[src/rtl/pipelined_carry_lookahead_adder.sv]
// Pipelined adder/subtractor: one lookahead group per stage, group carry registered between stages.
// Upper operand groups travel with their transaction and finished low groups are delayed, so z is never mixed.
module pipelined_carry_lookahead_adder #(
    parameter int unsigned GROUP_WIDTH = 4,
    parameter int unsigned GROUP_COUNT = 2,
    localparam int unsigned WIDTH = GROUP_WIDTH * GROUP_COUNT
) (
    input  logic             clock,
    input  logic             reset,
    input  logic             in_valid,
    output logic             in_ready,
    input  logic [WIDTH-1:0] x,
    input  logic [WIDTH-1:0] y,
    input  logic             carry_in,
    input  logic             sub,
    output logic             out_valid,
    input  logic             out_ready,
    output logic [WIDTH-1:0] z,
    output logic             carry_out,
    output logic             overflow
);

    localparam int unsigned GW   = GROUP_WIDTH;
    localparam int          LAST = int'(GROUP_COUNT) - 1;

    // Returns {carry into group MSB, group carry out, group sum}; carries are flat sum-of-products.
    function automatic logic [GROUP_WIDTH+1:0] group_add(
        input logic [GROUP_WIDTH-1:0] a,
        input logic [GROUP_WIDTH-1:0] b,
        input logic                   cin
    );
        logic [GROUP_WIDTH-1:0] g;
        logic [GROUP_WIDTH-1:0] p;
        logic [GROUP_WIDTH:0]   c;
        logic                   term;
        g    = a & b;
        p    = a ^ b;
        c    = '0;
        c[0] = cin;
        for (int i = 0; i < int'(GW); i++) begin
            term = cin;
            for (int j = 0; j <= i; j++) term &= p[j];
            c[i+1] = term;
            for (int j = 0; j <= i; j++) begin
                term = g[j];
                for (int m = j + 1; m <= i; m++) term &= p[m];
                c[i+1] |= term;
            end
        end
        return {c[GW-1], c[GW], p ^ c[GW-1:0]};
    endfunction

    logic                   en;

    logic                   src_v  [GROUP_COUNT];
    logic [WIDTH-1:0]       src_a  [GROUP_COUNT];
    logic [WIDTH-1:0]       src_b  [GROUP_COUNT];
    logic [WIDTH-1:0]       src_s  [GROUP_COUNT];
    logic                   src_c  [GROUP_COUNT];

    logic [GROUP_WIDTH+1:0] res    [GROUP_COUNT];
    logic [WIDTH-1:0]       nxt_s  [GROUP_COUNT];
    logic                   nxt_c  [GROUP_COUNT];
    logic                   nxt_ov [GROUP_COUNT];

    logic                   v_q    [GROUP_COUNT];
    logic [WIDTH-1:0]       a_q    [GROUP_COUNT];
    logic [WIDTH-1:0]       b_q    [GROUP_COUNT];
    logic [WIDTH-1:0]       s_q    [GROUP_COUNT];
    logic                   c_q    [GROUP_COUNT];
    logic                   ov_q;

    assign en        = ~out_valid | out_ready;
    assign in_ready  = en & ~reset;
    assign out_valid = v_q[LAST];
    assign z         = s_q[LAST];
    assign carry_out = c_q[LAST];
    assign overflow  = ov_q;

    // Stage sources (stage 0 from the ports) and the per-stage group addition.
    always_comb begin
        src_v[0] = in_valid;
        src_a[0] = x;
        src_b[0] = sub ? ~y : y;
        src_c[0] = sub | carry_in;
        src_s[0] = '0;
        for (int k = 1; k < int'(GROUP_COUNT); k++) begin
            src_v[k] = v_q[k-1];
            src_a[k] = a_q[k-1];
            src_b[k] = b_q[k-1];
            src_s[k] = s_q[k-1];
            src_c[k] = c_q[k-1];
        end
        for (int k = 0; k < int'(GROUP_COUNT); k++) begin
            res[k]                  = group_add(src_a[k][k*GW +: GW], src_b[k][k*GW +: GW], src_c[k]);
            nxt_s[k]                = src_s[k];
            nxt_s[k][k*GW +: GW]    = res[k][GW-1:0];
            nxt_c[k]                = res[k][GW];
            nxt_ov[k]               = res[k][GW+1] ^ res[k][GW];
        end
    end

    // Whole pipeline advances on en; the output stage only loads real transactions.
    always_ff @(posedge clock) begin
        if (reset) begin
            for (int k = 0; k < int'(GROUP_COUNT); k++) begin
                v_q[k] <= 1'b0;
                a_q[k] <= '0;
                b_q[k] <= '0;
                s_q[k] <= '0;
                c_q[k] <= 1'b0;
            end
            ov_q <= 1'b0;
        end else if (en) begin
            for (int k = 0; k < int'(GROUP_COUNT); k++) begin
                v_q[k] <= src_v[k];
                if (k != LAST || src_v[k]) begin
                    a_q[k] <= src_a[k];
                    b_q[k] <= src_b[k];
                    s_q[k] <= nxt_s[k];
                    c_q[k] <= nxt_c[k];
                end
            end
            if (src_v[LAST]) ov_q <= nxt_ov[LAST];
        end
    end

endmodule

[config.mk]
export PLATFORM = sky130hd
export DESIGN_NAME = pipelined_carry_lookahead_adder
export DESIGN_NICKNAME = d
export VERILOG_FILES = /design/src/rtl/pipelined_carry_lookahead_adder.sv
export SDC_FILE = /design/constraint.sdc
export NUM_CORES = 1
export LEC_CHECK = 0
export ABC_AREA = 1
export BUFFER_PORTS_ARGS = -buffer_cell sky130_fd_sc_hd__buf_2
export CELL_PAD_IN_SITES_DETAIL_PLACEMENT = 0
export CELL_PAD_IN_SITES_GLOBAL_PLACEMENT = 2
export CORE_MARGIN = 5
export CORE_UTILIZATION = 35
export CTS_BUF_LIST = sky130_fd_sc_hd__clkbuf_16
export DETAILED_ROUTE_END_ITERATION = 16
export PLACE_DENSITY = 0.81
export SYNTH_ARGS = -nofsm -noshare
export SYNTH_HDL_FRONTEND = slang
export SYNTH_SLANG_ARGS = --single-unit
[constraint.sdc]
create_clock -name clock -period 3.9 [get_ports clock]
set_input_delay 0.585 -clock clock [delete_from_list [all_inputs] [get_ports clock]]
set_output_delay 0.585 -clock clock [all_outputs]
set_load 0.03 [all_outputs]
==> metrics.md, run 1 <==
| Metric | Value |
|---|---|
| Status | `finished, final reports clean` |
| Total power | `0.695 mW` |
| Slowest CP cell | `buf_4` |
| Core footprint | `3690 um^2` |
| Flops & latches, synth | `25` |
| CTS Root Cell | `clkbuf_16` |
| Share of the synthesized area in the top cell type | `53.9%` |
| CTS max path bufs | `2` |
| Synth top area cells | `edfxtp_1 (54%), ha_1 (9.4%), nor2_1 (6.7%)` |
| Vias | `881` |
| Layout fillers | `370` |
| Routed Antenna Nets | `0` |
| CP delay by family, top | `buffers and inverters` |
| I/O Pins | `34` |
| # hold bufs at CTS | `0` |
| R2r worst-path depth | `8` |
| Final Hold Vio Count | `0` |
| Critical path class | `in -> out` |
| PwrDens | `426 nW/um^2` |
| Sinks on Clock Net | `25` |
| Initial Util | `36.2%` |
| Mapped Nets | `160` |
| Post-Syn Area | `1340 um^2` |
| Chip height | `71.8 um` |
| Slew @ Worst Pin | `0.687 ns` |
| Clk_lat worst skew | `0.25 ns` |
| Syn avg cell area | `10.6 um^2` |
| DR WL/cell | `10.3 um` |
| Post-DR vias/cell | `4.22` |
| Reported max-cap violation count | `0` |
| Drt pass-1 iters | `4` |
| Final Slew Violations | `0` |
| R2r setup slk | `2.26 ns` |
| Hold Crit Endpoint | `overflow$_SDFFE_PP0P_` |
| First-pass GRT wire length | `3.91 mm` |
| Worst Hold Slack | `0.478 ns` |
| CTS H-tree depth | `1` |
| Clock-pin slew on the worst setup and hold paths | `0.06 ns` |
| Worst Path Arrival | `1.44 ns` |
| Inst Count DP | `205` |
| Share of cells above drive strength 1 | `24.8%` |
| CTS buffer count | `3` |
| Worst r2r src | `b_q[0][4]$_SDFFCE_PN0P_` |
| RSZ-0062 raised after global routing | `false` |
| Commonest non-fill, non-tap cell in the layout | `buf_2` |
| Clock skew | `0.00430 ns` |
| Largest net degree at the start of global routing | `21` |
| Synth area leader | `edfxtp_1` |
| Vias in the first global route | `927` |
| Row count | `22` |
| Cells along the critical path | `buf_2, inv_1, nand2_1, nand2_1, buf_4, inv_1, buf_2` |
| Grt ovf | `0` |
| Final period util | `51.8%` |
| Die boundary width | `71.8 um` |
| Die ar. | `5150 um^2` |
| Crit path buf inv count | `5` |
| Iter 0 DRT Violations | `49` |
| Seq/Total Area, Yosys | `55.4%` |
| Tot GR Track Use | `9.45%` |
| Hold depth | `2` |
| LEAKAGE | `0.795 nW` |
| Antenna violations before repair | `0` |
| TNS Setup | `0 ns` |
| Worst hold path type | `reg -> reg` |
| Count of cell types in the netlist | `19` |
| Fmax | `495 MHz` |
| Area Growth Syn to Fin | `22.0%` |
| GPL Wtd Cong | `0.702` |
| Post_cts resized | `0` |
| Yosys Warn Count | `0` |
| Area of the multi-input gates | `503 um^2` |
| Maximum VDD drop | `0.138 mV` |
| HP Start | `overflow$_SDFFE_PP0P_` |
| Crit path time final | `2.02 ns` |
| Sequential cell area | `741 um^2` |
| Commonest cells after routing, fill and taps aside | `buf_2 (33), nor2_1 (24), edfxtp_1 (24)` |
| Final cell count without fillers | `209` |
| Diode count | `0` |
| Max incr delay on CP | `0.23 ns` |
| Worst reg2reg path endpoint | `c_q[0][1]$_SDFFCE_PN0P_` |
| DRC Markers | `0` |
| Routed Wire Length | `2.15 mm` |
| Startpoint types | `input pin` |
| Slew margin rel. | `54.1%` |
| # setup viols final | `0` |
| Post-CTS Setup Inserts | `0` |
| # port buffers | `33` |
| CTS tree | `yes` |
| Endpoint class of the critical path | `primary output` |
| Worst Path Required | `3.31 ns` |
| Post-Synthesis Cells | `126` |
| Crit-path max FO | `20` |
| Final nets | `196` |
| Hpwl dp | `1.73 mm` |
[cell families after synthesis]
| group | synth area share [%] |
|---|---|
| AO/OA/AOI/OAI | 3.28 |
| XOR/XNOR | 6.55 |
| adder cells (fa/ha/maj) | 12.4 |
| buffers and inverters | 6.93 |
| flip-flops | 55.4 |
| AND/OR/NAND/NOR | 15.4 |
[per-layer routing]
| metal | GRT usage [%] | part of all wire [%] |
|---|---|---|
| met5 | 0 | 0 |
| met4 | 4.80 | 1.3 |
| met3 | 2.52 | 7.1 |
| met2 | 14.8 | 45 |
| met1 | 12.0 | 46 |
[registers in the layout (all words and copies together) (netlist names)]
name	cells
c_q	2
v_q	2
b_q	4
overflow	1
a_q	4
s_q	12
[area by class of cell]
cell class / count / share of cell area (%)
tap: 48 / 3.68
timing repair buffer: 34 / 10.6
multi-input combinational: 78 / 30.9
sequential: 25 / 45.4
clock inverter: 1 / 0.230
clock buffer: 3 / 4.60
inverter: 20 / 4.60
[power breakdown]
part / internal [mW] / leakage [nW] / switching, mW
Sequential: 0.330 / 0.276 / 0.00938
Clock: 0.137 / 0.0423 / 0.0803
Combinational: 0.0513 / 0.476 / 0.0872
Total: 0.518 / 0.795 / 0.177
[worst reg2reg max path: stages, from the launching register on]
cell and delay, ns:
edfxtp_1 0.43, ha_1 0.32, ha_1 0.19, nand2_1 0.08, nand3b_2 0.10, nand2_2 0.09
a21oi_2 0.06, nor2_1 0.08, nor2_1 0.04
[cell usage after synthesis, drive strengths merged]
cell and n:
edfxtp 24, nor2 24, inv 20, nand2 15
ha 10, xnor2 6, nand3 5, a21oi 4
o21ai 4, xor2 4, buf 3, nand3b 3
fa 2, dfxtp 1, nand4 1
[metrics by stage]
step / utilization (%) / cell area, um^2 / setup slack (ns)
5_1_grt: 44.2 / 1630 / 1.76
6_report: 44.2 / 1630 / 1.88
3_3_place_gp: 42.1 / 1550 / 1.70
4_1_cts: 44.2 / 1630 / 1.86
3_5_place_dp: 42.1 / 1550 / 1.65
2_1_floorplan: - / 1340 / 1.77
[how the worst max path moves through the flow]
stage	from	end	slack, ns	depth (start not counted)
after floorplan	sub	c_q[0][0]$_SDFFCE_PN0P_	1.77	11
after global placement	sub	c_q[0][0]$_SDFFCE_PN0P_	1.70	11
after detailed placement	sub	c_q[0][0]$_SDFFCE_PN0P_	1.65	11
after CTS	out_ready	in_ready	1.86	7
after global routing	out_ready	in_ready	1.76	7
final	out_ready	in_ready	1.88	7
Power figures use the tool's default switching activity.
==> run 2: changes to the inputs <==
--- a/config.mk
+++ b/config.mk
@@ -10,10 +10,10 @@
 export CELL_PAD_IN_SITES_DETAIL_PLACEMENT = 0
 export CELL_PAD_IN_SITES_GLOBAL_PLACEMENT = 2
 export CORE_MARGIN = 5
-export CORE_UTILIZATION = 35
+export CORE_UTILIZATION = 32
 export CTS_BUF_LIST = sky130_fd_sc_hd__clkbuf_16
 export DETAILED_ROUTE_END_ITERATION = 16
-export PLACE_DENSITY = 0.81
+export PLACE_DENSITY = 0.74
 export SYNTH_ARGS = -nofsm -noshare
 export SYNTH_HDL_FRONTEND = slang
 export SYNTH_SLANG_ARGS = --single-unit
==> constraint.sdc (replaced) <==
create_clock -name clock -period 2.1 [get_ports clock]
set_input_delay 0.315 -clock clock [delete_from_list [all_inputs] [get_ports clock]]
set_output_delay 0.315 -clock clock [all_outputs]
set_load 0.03 [all_outputs]
==> run 2 against run 1 <==
Compared with the run above: combinational power rose by 90%; cell count is 1.9% higher; routed wire length is 12% higher.
==> metrics.md, run 2 (synthesis gave the netlist of run 1 again) <==
| Metric | Value |
|---|---|
| Status | `finished, final reports clean (unchanged)` |
| GPL Wtd Cong | `0.727 (was 0.702)` |
| Die ar. | `5570 um^2 (was 5150 um^2)` |
| Total power | `1.31 mW (was 0.695 mW)` |
| Vias | `926 (was 881)` |
| Slew @ Worst Pin | `0.418 ns (was 0.687 ns)` |
| Initial Util | `33.2% (was 36.2%)` |
| Layout fillers | `435 (was 370)` |
| P_int | `0.966 mW (was 0.518 mW)` |
| DR WL/cell | `11.3 um (was 10.3 um)` |
| Diode count | `0 (unchanged)` |
| I/O Pins | `34 (unchanged)` |
| RSZ-0062 raised after global routing | `false (unchanged)` |
| Worst Path Arrival | `1.65 ns (was 1.44 ns)` |
| Core footprint | `4030 um^2 (was 3690 um^2)` |
| CTS max path bufs | `2 (unchanged)` |
| Post-CTS Setup Inserts | `0 (unchanged)` |
| Area Growth Syn to Fin | `23.4% (was 22.0%)` |
| Final Hold Vio Count | `0 (unchanged)` |
| Crit path time final | `1.64 ns` |
| Worst r2r src | `b_q[0][4]$_SDFFCE_PN0P_ (unchanged)` |
| Worst Setup SP | `b_q[0][4]$_SDFFCE_PN0P_ (was out_ready)` |
| Final period util | `78.1%` |
| TNS Setup | `0 ns (unchanged)` |
| # hold bufs at CTS | `0 (unchanged)` |
| Critical path class | `reg -> reg (was in -> out)` |
| Grt ovf | `0 (unchanged)` |
| CTS Root Cell | `clkbuf_16 (unchanged)` |
| Iter 0 DRT Violations | `69 (was 49)` |
| # setup viols final | `0 (unchanged)` |
| Slowest CP cell | `edfxtp_1 (was buf_4)` |
| Most flops, register | `s_q (unchanged)` |
| LEAKAGE | `0.803 nW (was 0.795 nW)` |
| Sw frac | `26.1% (was 25.5%)` |
| Final Slew Violations | `0 (unchanged)` |
| Slew margin rel. | `72.1% (was 54.1%)` |
| Reported max-cap violation count | `0 (unchanged)` |
| Vias in the first global route | `958 (was 927)` |
| Post_cts resized | `0 (unchanged)` |
| Post-DR vias/cell | `4.35 (was 4.22)` |
| Routed Antenna Nets | `0 (unchanged)` |
| Commonest non-fill, non-tap cell in the layout | `buf_2 (unchanged)` |
| Row count | `23 (was 22)` |
| CTS buffer count | `3 (unchanged)` |
| Chip height | `74.6 um (was 71.8 um)` |
| Worst Path Required | `2.11 ns (was 3.31 ns)` |
| DP Area | `1570 um^2 (was 1550 um^2)` |
| Final instance area | `1650 um^2 (was 1630 um^2)` |
| Tot GR Track Use | `9.91% (was 9.45%)` |
| P_sw | `0.342 mW (was 0.177 mW)` |
| Clock skew | `0.00311 ns (was 0.00430 ns)` |
| CTS H-tree depth | `1 (unchanged)` |
| Sequential share of power | `48.1% (was 48.8%)` |
| Routed Wire Length | `2.41 mm (was 2.15 mm)` |
| Fmax | `610 MHz` |
| Share of cells above drive strength 1 | `26.4% (was 24.8%)` |
| Power share of the clock group | `31.8% (was 31.2%)` |
| Clock-pin slew on the worst setup and hold paths | `0.06 ns (about the same)` |
| Hpwl dp | `1.86 mm (was 1.73 mm)` |
| Antenna violations before repair | `0 (unchanged)` |
| Crit-path max FO | `3 (was 20)` |
| HP Start | `x[7] (was overflow$_SDFFE_PP0P_)` |
| Gate power share | `20.1% (was 19.9%)` |
| Worst hold path type | `in -> reg (was reg -> reg)` |
| Drt pass-1 iters | `4 (unchanged)` |
| Clk_lat worst skew | `0.25 ns (about the same)` |
| Commonest cells after routing, fill and taps aside | `buf_2 (33), nor2_1 (24), edfxtp_1 (24) (unchanged)` |
| Max incr delay on CP | `0.43 ns (was 0.23 ns)` |
| Sinks on Clock Net | `25 (unchanged)` |
| CTS tree | `yes (unchanged)` |
| Cells along the critical path | `ha_1, ha_1, nand2_1, nand3b_2, nand2_2, a21oi_2, nor2_1, nor2_1 (was buf_2, inv_1, nand2_1, nand2_1, buf_4, inv_1, buf_2)` |
| DRC Markers | `0 (unchanged)` |
| Endpoint class of the critical path | `register (was primary output)` |
| Die boundary width | `74.6 um (was 71.8 um)` |
| Largest net degree at the start of global routing | `20 (was 21)` |
| PwrDens | `793 nW/um^2 (was 426 nW/um^2)` |
| Final nets | `198 (was 196)` |
| First-pass GRT wire length | `4.24 mm (was 3.91 mm)` |
| Maximum VDD drop | `0.286 mV (was 0.138 mV)` |
| Max FFs per register | `12 (unchanged)` |
| Biggest regs | `s_q: 12 flops, a_q: 4 flops, b_q: 4 flops (unchanged)` |
| # port buffers | `33 (unchanged)` |
| Startpoint types | `register (was input pin)` |
## run 2: path summary, 6_finish.rpt
kind	end	slack, ns	cells past startpoint
max	c_q[0][1]$_SDFFCE_PN0P_	0.46	8
min	a_q[0][7]$_SDFFCE_PN0P_	0.36	3
max reg2reg	c_q[0][1]$_SDFFCE_PN0P_	0.46	8
min reg2reg	overflow$_SDFFE_PP0P_	0.47	2
## run 2: layer usage
metal | vias to the layer above | share of wire, % | wire, um | global-route usage (%)
met2 | 22 | 50 | 1210 | 17.3
li1 | 479 | - | - | -
met3 | 2 | 6.2 | 149 | 2.40
met1 | 423 | 42 | 1020 | 11.7
met4 | 0 | 1.5 | 35 | 4.15
met5 | - | 0 | 0 | 0
## run 2: final cells by class
type / instances / area [um^2] / share of cell area, %
Clock buffer: 3 / 75.1 / 4.55
Inverter: 20 / 75.1 / 4.55
Multi-Input combinational cell: 78 / 503 / 30.5
Timing Repair Buffer: 36 / 188 / 11.4
Sequential cell: 25 / 741 / 44.9
Clock inverter: 1 / 5.00 / 0.303
Tap cell: 50 / 62.6 / 3.79
## run 2: power by group through the flow
stage                     Combinational [mW]  Sequential (mW)  Clock (mW)
after floorplan                        0.141            0.689           0
after global placement                 0.264            0.639           0
after detailed placement               0.267            0.641           0
after CTS                              0.269            0.630       0.430
after global routing                   0.301            0.636       0.450
final                                  0.262            0.629       0.416
## run 2: worst max-delay path, delay by kind of cell, from the launching register on
family	cells	cell delay (ns)
adder cells (fa/ha/maj)	2	0.51
flip-flops	1	0.43
AND/OR/NAND/NOR	5	0.39
AO/OA/AOI/OAI	1	0.06
## run 2: per-stage QoR
stage | setup WS, ns | hold slack, ns | utilization (%) | cells
5_1_grt | 0.286 | 0.359 | 40.9 | 213
2_1_floorplan | 0.243 | 0.500 | - | 126
4_1_cts | 0.448 | 0.356 | 40.9 | 213
3_3_place_gp | 0.252 | 0.461 | 38.9 | 209
3_5_place_dp | 0.201 | 0.466 | 38.9 | 209
6_report | 0.460 | 0.356 | 40.9 | 213
